==> src/rtl/deck_mem_arbiter.sv <==
// rtl/deck_mem_arbiter.sv - single-port deck RAM arbiter between shuffler and dealer
// Owns the next-card pointer and deck-empty status; one clock, memory enable gating.
module deck_mem_arbiter #(
    parameter int ADDR_W    = 6,
    parameter int DATA_W    = 4,
    parameter int DECK_SIZE = 52
) (
    input  logic              i_Clk,
    input  logic              i_Rst_n,
    input  logic              i_StartShuffle,
    output logic              o_ShuffleActive,
    input  logic              i_ShfReq,
    input  logic              i_ShfWe,
    input  logic [ADDR_W-1:0] i_ShfAddr,
    input  logic [DATA_W-1:0] i_ShfWData,
    input  logic              i_ShfDone,
    output logic              o_ShfGnt,
    output logic [DATA_W-1:0] o_ShfRData,
    input  logic              i_DealReq,
    output logic              o_DealAck,
    output logic [DATA_W-1:0] o_DealCard,
    output logic              o_DealErr,
    output logic              o_DeckEmpty,
    output logic              o_MemEn,
    output logic              o_MemWe,
    output logic [ADDR_W-1:0] o_MemAddr,
    output logic [DATA_W-1:0] o_MemWData,
    input  logic [DATA_W-1:0] i_MemRData
);

    typedef enum logic [2:0] {IDLE, SHUFFLE, DEAL_RD, DEAL_WAIT, DEAL_HOLD} state_t;

    localparam logic [ADDR_W-1:0] DECK_END = ADDR_W'(DECK_SIZE);

    state_t            state;
    state_t            nextState;
    logic [ADDR_W-1:0] ptr;
    logic              shuffled;
    logic              shfPend;
    logic              dealAck;
    logic              dealErr;
    logic [DATA_W-1:0] dealCard;
    logic              deckEmpty;
    logic              startShf;
    logic              endShf;
    logic              capture;
    logic              errAck;
    logic              setPend;

    assign deckEmpty       = !shuffled || (ptr == DECK_END);
    assign o_DeckEmpty     = deckEmpty;
    assign o_ShuffleActive = (state == SHUFFLE);
    assign o_ShfGnt        = (state == SHUFFLE);
    assign o_ShfRData      = i_MemRData;
    assign o_DealAck       = dealAck;
    assign o_DealErr       = dealErr;
    assign o_DealCard      = dealCard;

    always_ff @(posedge i_Clk or negedge i_Rst_n) begin
        if (!i_Rst_n) begin
            state <= IDLE;
        end else begin
            state <= nextState;
        end
    end

    always_comb begin
        nextState  = state;
        startShf   = 1'b0;
        endShf     = 1'b0;
        capture    = 1'b0;
        errAck     = 1'b0;
        setPend    = 1'b0;
        o_MemEn    = 1'b0;
        o_MemWe    = 1'b0;
        o_MemAddr  = '0;
        o_MemWData = '0;
        case (state)
            IDLE: begin
                // A pending or new shuffle wins over a waiting deal request.
                if (i_StartShuffle || shfPend) begin
                    nextState = SHUFFLE;
                    startShf  = 1'b1;
                end else if (i_DealReq) begin
                    if (!deckEmpty) begin
                        nextState = DEAL_RD;
                    end else begin
                        nextState = DEAL_HOLD;
                        errAck    = 1'b1;
                    end
                end
            end
            SHUFFLE: begin
                o_MemEn    = i_ShfReq;
                o_MemWe    = i_ShfReq & i_ShfWe;
                o_MemAddr  = i_ShfAddr;
                o_MemWData = i_ShfWData;
                if (i_ShfDone) begin
                    nextState = IDLE;
                    endShf    = 1'b1;
                end
            end
            DEAL_RD: begin
                o_MemEn   = 1'b1;
                o_MemAddr = ptr;
                setPend   = i_StartShuffle;
                nextState = DEAL_WAIT;
            end
            DEAL_WAIT: begin
                capture   = 1'b1;
                setPend   = i_StartShuffle;
                nextState = DEAL_HOLD;
            end
            DEAL_HOLD: begin
                // Wait for the request to drop so a held request deals only once.
                setPend = i_StartShuffle;
                if (!i_DealReq) begin
                    nextState = IDLE;
                end
            end
            default: nextState = IDLE;
        endcase
    end

    always_ff @(posedge i_Clk or negedge i_Rst_n) begin
        if (!i_Rst_n) begin
            ptr      <= '0;
            shuffled <= 1'b0;
            shfPend  <= 1'b0;
            dealAck  <= 1'b0;
            dealErr  <= 1'b0;
            dealCard <= '0;
        end else begin
            dealAck <= capture | errAck;
            dealErr <= errAck;
            if (capture) begin
                dealCard <= i_MemRData;
                ptr      <= ptr + ADDR_W'(1);
            end
            if (errAck) begin
                dealCard <= '0;
            end
            if (setPend) begin
                shfPend <= 1'b1;
            end
            if (startShf) begin
                ptr      <= '0;
                shuffled <= 1'b0;
                shfPend  <= 1'b0;
            end
            if (endShf) begin
                shuffled <= 1'b1;
            end
        end
    end

endmodule

==> config.mk <==
export PLATFORM = sky130hd
export DESIGN_NAME = deck_mem_arbiter
export DESIGN_NICKNAME = d
export VERILOG_FILES = /design/src/rtl/deck_mem_arbiter.sv
export SDC_FILE = /design/constraint.sdc
export NUM_CORES = 1
export LEC_CHECK = 0
export CELL_PAD_IN_SITES_DETAIL_PLACEMENT = 1
export CELL_PAD_IN_SITES_GLOBAL_PLACEMENT = 1
export CORE_UTILIZATION = 31
export DETAILED_ROUTE_END_ITERATION = 8
export GPL_ROUTABILITY_DRIVEN = 0
export MAX_ROUTING_LAYER = met4
export PLACE_DENSITY_LB_ADDON = 0.1
export SLEW_MARGIN = 10
export SYNTH_ARGS = -nofsm -noshare
export SYNTH_HDL_FRONTEND = slang
export SYNTH_SLANG_ARGS = --single-unit
==> constraint.sdc <==
create_clock -name i_Clk -period 3.3 [get_ports i_Clk]
set_input_delay 0.495 -clock i_Clk [delete_from_list [all_inputs] [get_ports i_Clk]]
set_output_delay 0.495 -clock i_Clk [all_outputs]
set_load 0.02 [all_outputs]
-- Word level (Yosys, flattened, before mapping)
Index checks and enable logic that the tools add are counted.
- mux-type cells: 28
- equality and inequality tests: 8
- reductions and logical operators: 10
- bitwise logic cells: 2
- $add $sub $neg: 1
- operator list (cell ; number):
    $mux W1 ; 15
    $mux W3 ; 5
    $pmux W3 S5 ; 1
    $mux W4 ; 3
    $mux W6 ; 2
    $pmux W6 S2 ; 1
    $reduce_bool A2 Y1 ; 4
    $add A6 B1 Y6 const B ; 1
    $eq A3 B2 Y1 const B ; 2
    $eq A6 B6 Y1 const B ; 1
    $ne A2 B2 Y1 const B ; 2
    $eq A3 B1 Y1 const B ; 1
    $eq A3 B3 Y1 const B ; 1
    $logic_not A3 Y1 ; 1
    $ne A3 B3 Y1 const B ; 1
    $reduce_and A3 Y1 ; 1
    $reduce_or A3 Y1 ; 1
    $logic_or A1 B1 Y1 ; 2
    $pmux W1 S2 ; 1
    $and A1 B1 Y1 ; 1
    $logic_not A1 Y1 ; 1
    $or A1 B1 Y1 ; 1
- register bits after elaboration: 17
- output and inout port bits: 25

-- Logic depth before layout (Yosys ltp)
- word-level depth: 7
- depth in mapped cells: 7
- gate-level depth less buffers: 6

-- Worst setup path after synthesis
Ideal clock, no wire load.
- kind: reg-to-output
- start: reg state[0]
- end: out o_MemWe
- data arrival time: 1.351 ns
- slack: 1.454 ns
- buffers on the path: 1
- cell stages (with the launch flop): 5
- path through: dfrtp_1 buf_4 nand2b_4 nor2_1 and3_1
- longest elaborated chain between the ends: 2
- ends and longest elaborated chain (item ; RTL line ; text):
    start, declared ; 35 ; state_t state;
    start signal, assigned ; 63 ; state <= nextState;
    $eq A3 B1 Y1 ; - ;
    via o_ShfGnt ; 17 ; output logic o_ShfGnt,
    $mux W1 ; 78 ; case (state)
    end, declared ; 25 ; output logic o_MemWe,
The timed path passes the listed nets, and every way through them passes these cells.

-- Final worst setup path
- start: reg state[2]
- end: out o_MemWe
- longest elaborated chain between the ends: 2
- ends and longest elaborated chain (item ; RTL line):
    $eq A3 B1 Y1 ; 78
    $mux W1 ; 78
Every way passes these cells.

==> impl_metrics.ini <==
[die]
fp.dieW_um = 59.5
initial_core_util_pct = 33.1
core_um2 = 3100
io_pins = 46
die_y_um = 59.5
die_area_um2 = 3540
fp-row-count = 20

[timing]
max_freq_mhz = 369
finalSetupTns_ns = 0
drv_slew = 0
finalSetupViolCount = 0
max_slew_margin_pct = 48.6
rsz0062_at_grt = false
max_slew.worst_pin.slew_ns = 0.769
fin_crit_sh_pct = 82.1
hold_viol = 0
finalClockSkew_ns = 0.00202
period_needed_ns = 2.71

[pwr]
cellPowerDensity_nw_per_um2 = 777
leakage_uw = 0.000612
peakVddDrop_uv = 228

[setup_path]
crit_chain = nand2b_4, nor2_1, and3_1, clkdlybuf4s50_1
startpoint = state[2]
ff2ff_path_depth = 4
slowest_stage = clkdlybuf4s50_1
worstPathRequired_ns = 2.80
end_kind = output port
path_max_fanout = 15
r2r_start = state[1]
start_kind = flip-flop
crit_arrival_ns = 2.21
worstSetupPathType = flip-flop to output port
crit_path_max_incr_delay_ns = 0.60

[grt]
antenna_found_initial = 0
grt_max_degree = 18
grt_pass1_vias = 968
grt.total_usage_pct = 17.3
grt_pass1_wl_um = 4420
overflow = 0

[cells_and_area]
multi_input_area_um2 = 512
seq_area_um2 = 425
drive_gt1_share_pct = 7.10
final_area_um2 = 1480
num_antenna_cells = 0
nets = 179
nFillCells = 391
fin_util_pct = 47.7
syn2layout_area_growth_pct = 44.3

[clock_network]
cts_hold_buf = 0
htree_levels = 1
cts_resized = 0
clk_latency_ns = 0.30
clockBufferDepth = 2
cts_setup_buffers = 0
clkTransAtPathRegs_ns = 0.10
cts_tree = built
clkSinkCount = 17
cts_root_buffer = clkbuf_4
numCtsBuffers = 3

[hold_path]
worstHoldStart = o_DealCard[0]
whs_path_depth = 2
hold_path_class = flip-flop to flip-flop

[synth]
synth_cells = 117
ys_ff_latch = 17
ys_seq_area_share_pct = 41.5
synthTopCellsByCount = 18 x nor2_1, 17 x dfrtp_1, 17 x nand2_1
async_flop_share_pct = 100
netlist_top_cells_area = dfrtp_1 41%, nor2_1 6.6%, nand2_1 6.2%
synth_ff_type = dfrtp_1
syn_area_per_cell_um2 = 8.77
synth.top_cell.area_share_pct = 41.5
synth.most_common_cell = nor2_1
synth_nets = 140
synth_warnings = 0
synth_area_um2 = 1030
ys_types = 35
yosysTopAreaCell = dfrtp_1
synth_edf_count = 0

[status]
run_status = complete, no violations

[run]
cap_violations = 0

[detailed_routing]
vias_per_cell = 4.76
drt_wl_total_um = 2660
vias = 947
final_antenna_net_count = 0
wl_per_cell_um = 13.4
drtPass1Iterations = 4
drt_iter0_markers = 28
drc = 0

[placement]
io_buffer_count = 45
hpwl_um = 2040
dpl_cell_area_um2 = 1450
cell families after synthesis:
kind of cell	share of synthesized area [%]
AND/OR/NAND/NOR	30.7
AO/OA/AOI/OAI	12.4
flip-flops	41.5
buffers and inverters	8.66
XOR/XNOR	4.27
adder cells (fa/ha/maj)	2.44
routing by layer:
layer | routed length [µm] | global-route usage (%) | share of wire (%)
met1 | 1140 | 20.5 | 43
met2 | 1230 | 27.9 | 46
met5 | 0 | - | 0
met4 | 63 | 8.97 | 2.4
met3 | 219 | 3.06 | 8.2
through the flow:
step	power [µW]	cells	hold slack (ns)	setup slack, ns
5_1_grt	1240	199	0.567	0.411
3_5_place_dp	1050	195	0.521	0.888
3_3_place_gp	1030	195	0.511	0.961
6_report	1150	199	0.535	0.592
2_1_floorplan	780	117	0.199	1.45
4_1_cts	1170	199	0.535	0.542
power breakdown:
| group | internal [µW] | switching (µW) |
|---|---|---|
| combinational | 324 | 356 |
| clock | 47.2 | 66.4 |
| sequential | 266 | 88.8 |
| total | 638 | 512 |
state kept, by name, summed over array words and instances, names as in the netlist:
name,count
ptr,6
state,3
o_DealErr,1
shfPend,1
o_DealCard,4
shuffled,1
o_DealAck,1
placed cells by master, fill, tap and decap left out, drive strengths merged, types with 3 or more instances in the layout:
master	synthesis	routed
a21oi	10	10
a22oi	5	5
and2	4	4
clkbuf	2	4
clkdlybuf4s50	0	45
dfrtp	17	17
inv	3	3
nand2	18	18
nand2b	4	4
nor2	19	19
o21ai	4	4
xnor2	3	3
final cells by class:
cell class / count / area share, %
Multi-Input combinational cell: 86 / 34.6
Sequential cell: 17 / 28.7
Clock buffer: 4 / 1.78
Timing Repair Buffer: 45 / 30.4
Tap cell: 44 / 3.72
Inverter: 3 / 0.761
worst paths after layout:
| kind | slack [ns] | to |
|---|---|---|
| max | 0.59 | o_MemWe |
| min | 0.54 | o_DealCard[0] |
| max reg2reg | 1.76 | ptr[4] |
| min reg2reg | 0.54 | o_DealCard[0] |
| min in group asynchronous | 0.64 | ptr[0] |
| max in group asynchronous | 2.18 | shfPend |
critical path, delay by kind of cell (launching register included):
family / cells / cell delay, ns
buffers and inverters: 1 / 0.60
AND/OR/NAND/NOR: 3 / 0.77
flip-flops: 1 / 0.55
Power figures use the tool's default switching activity.
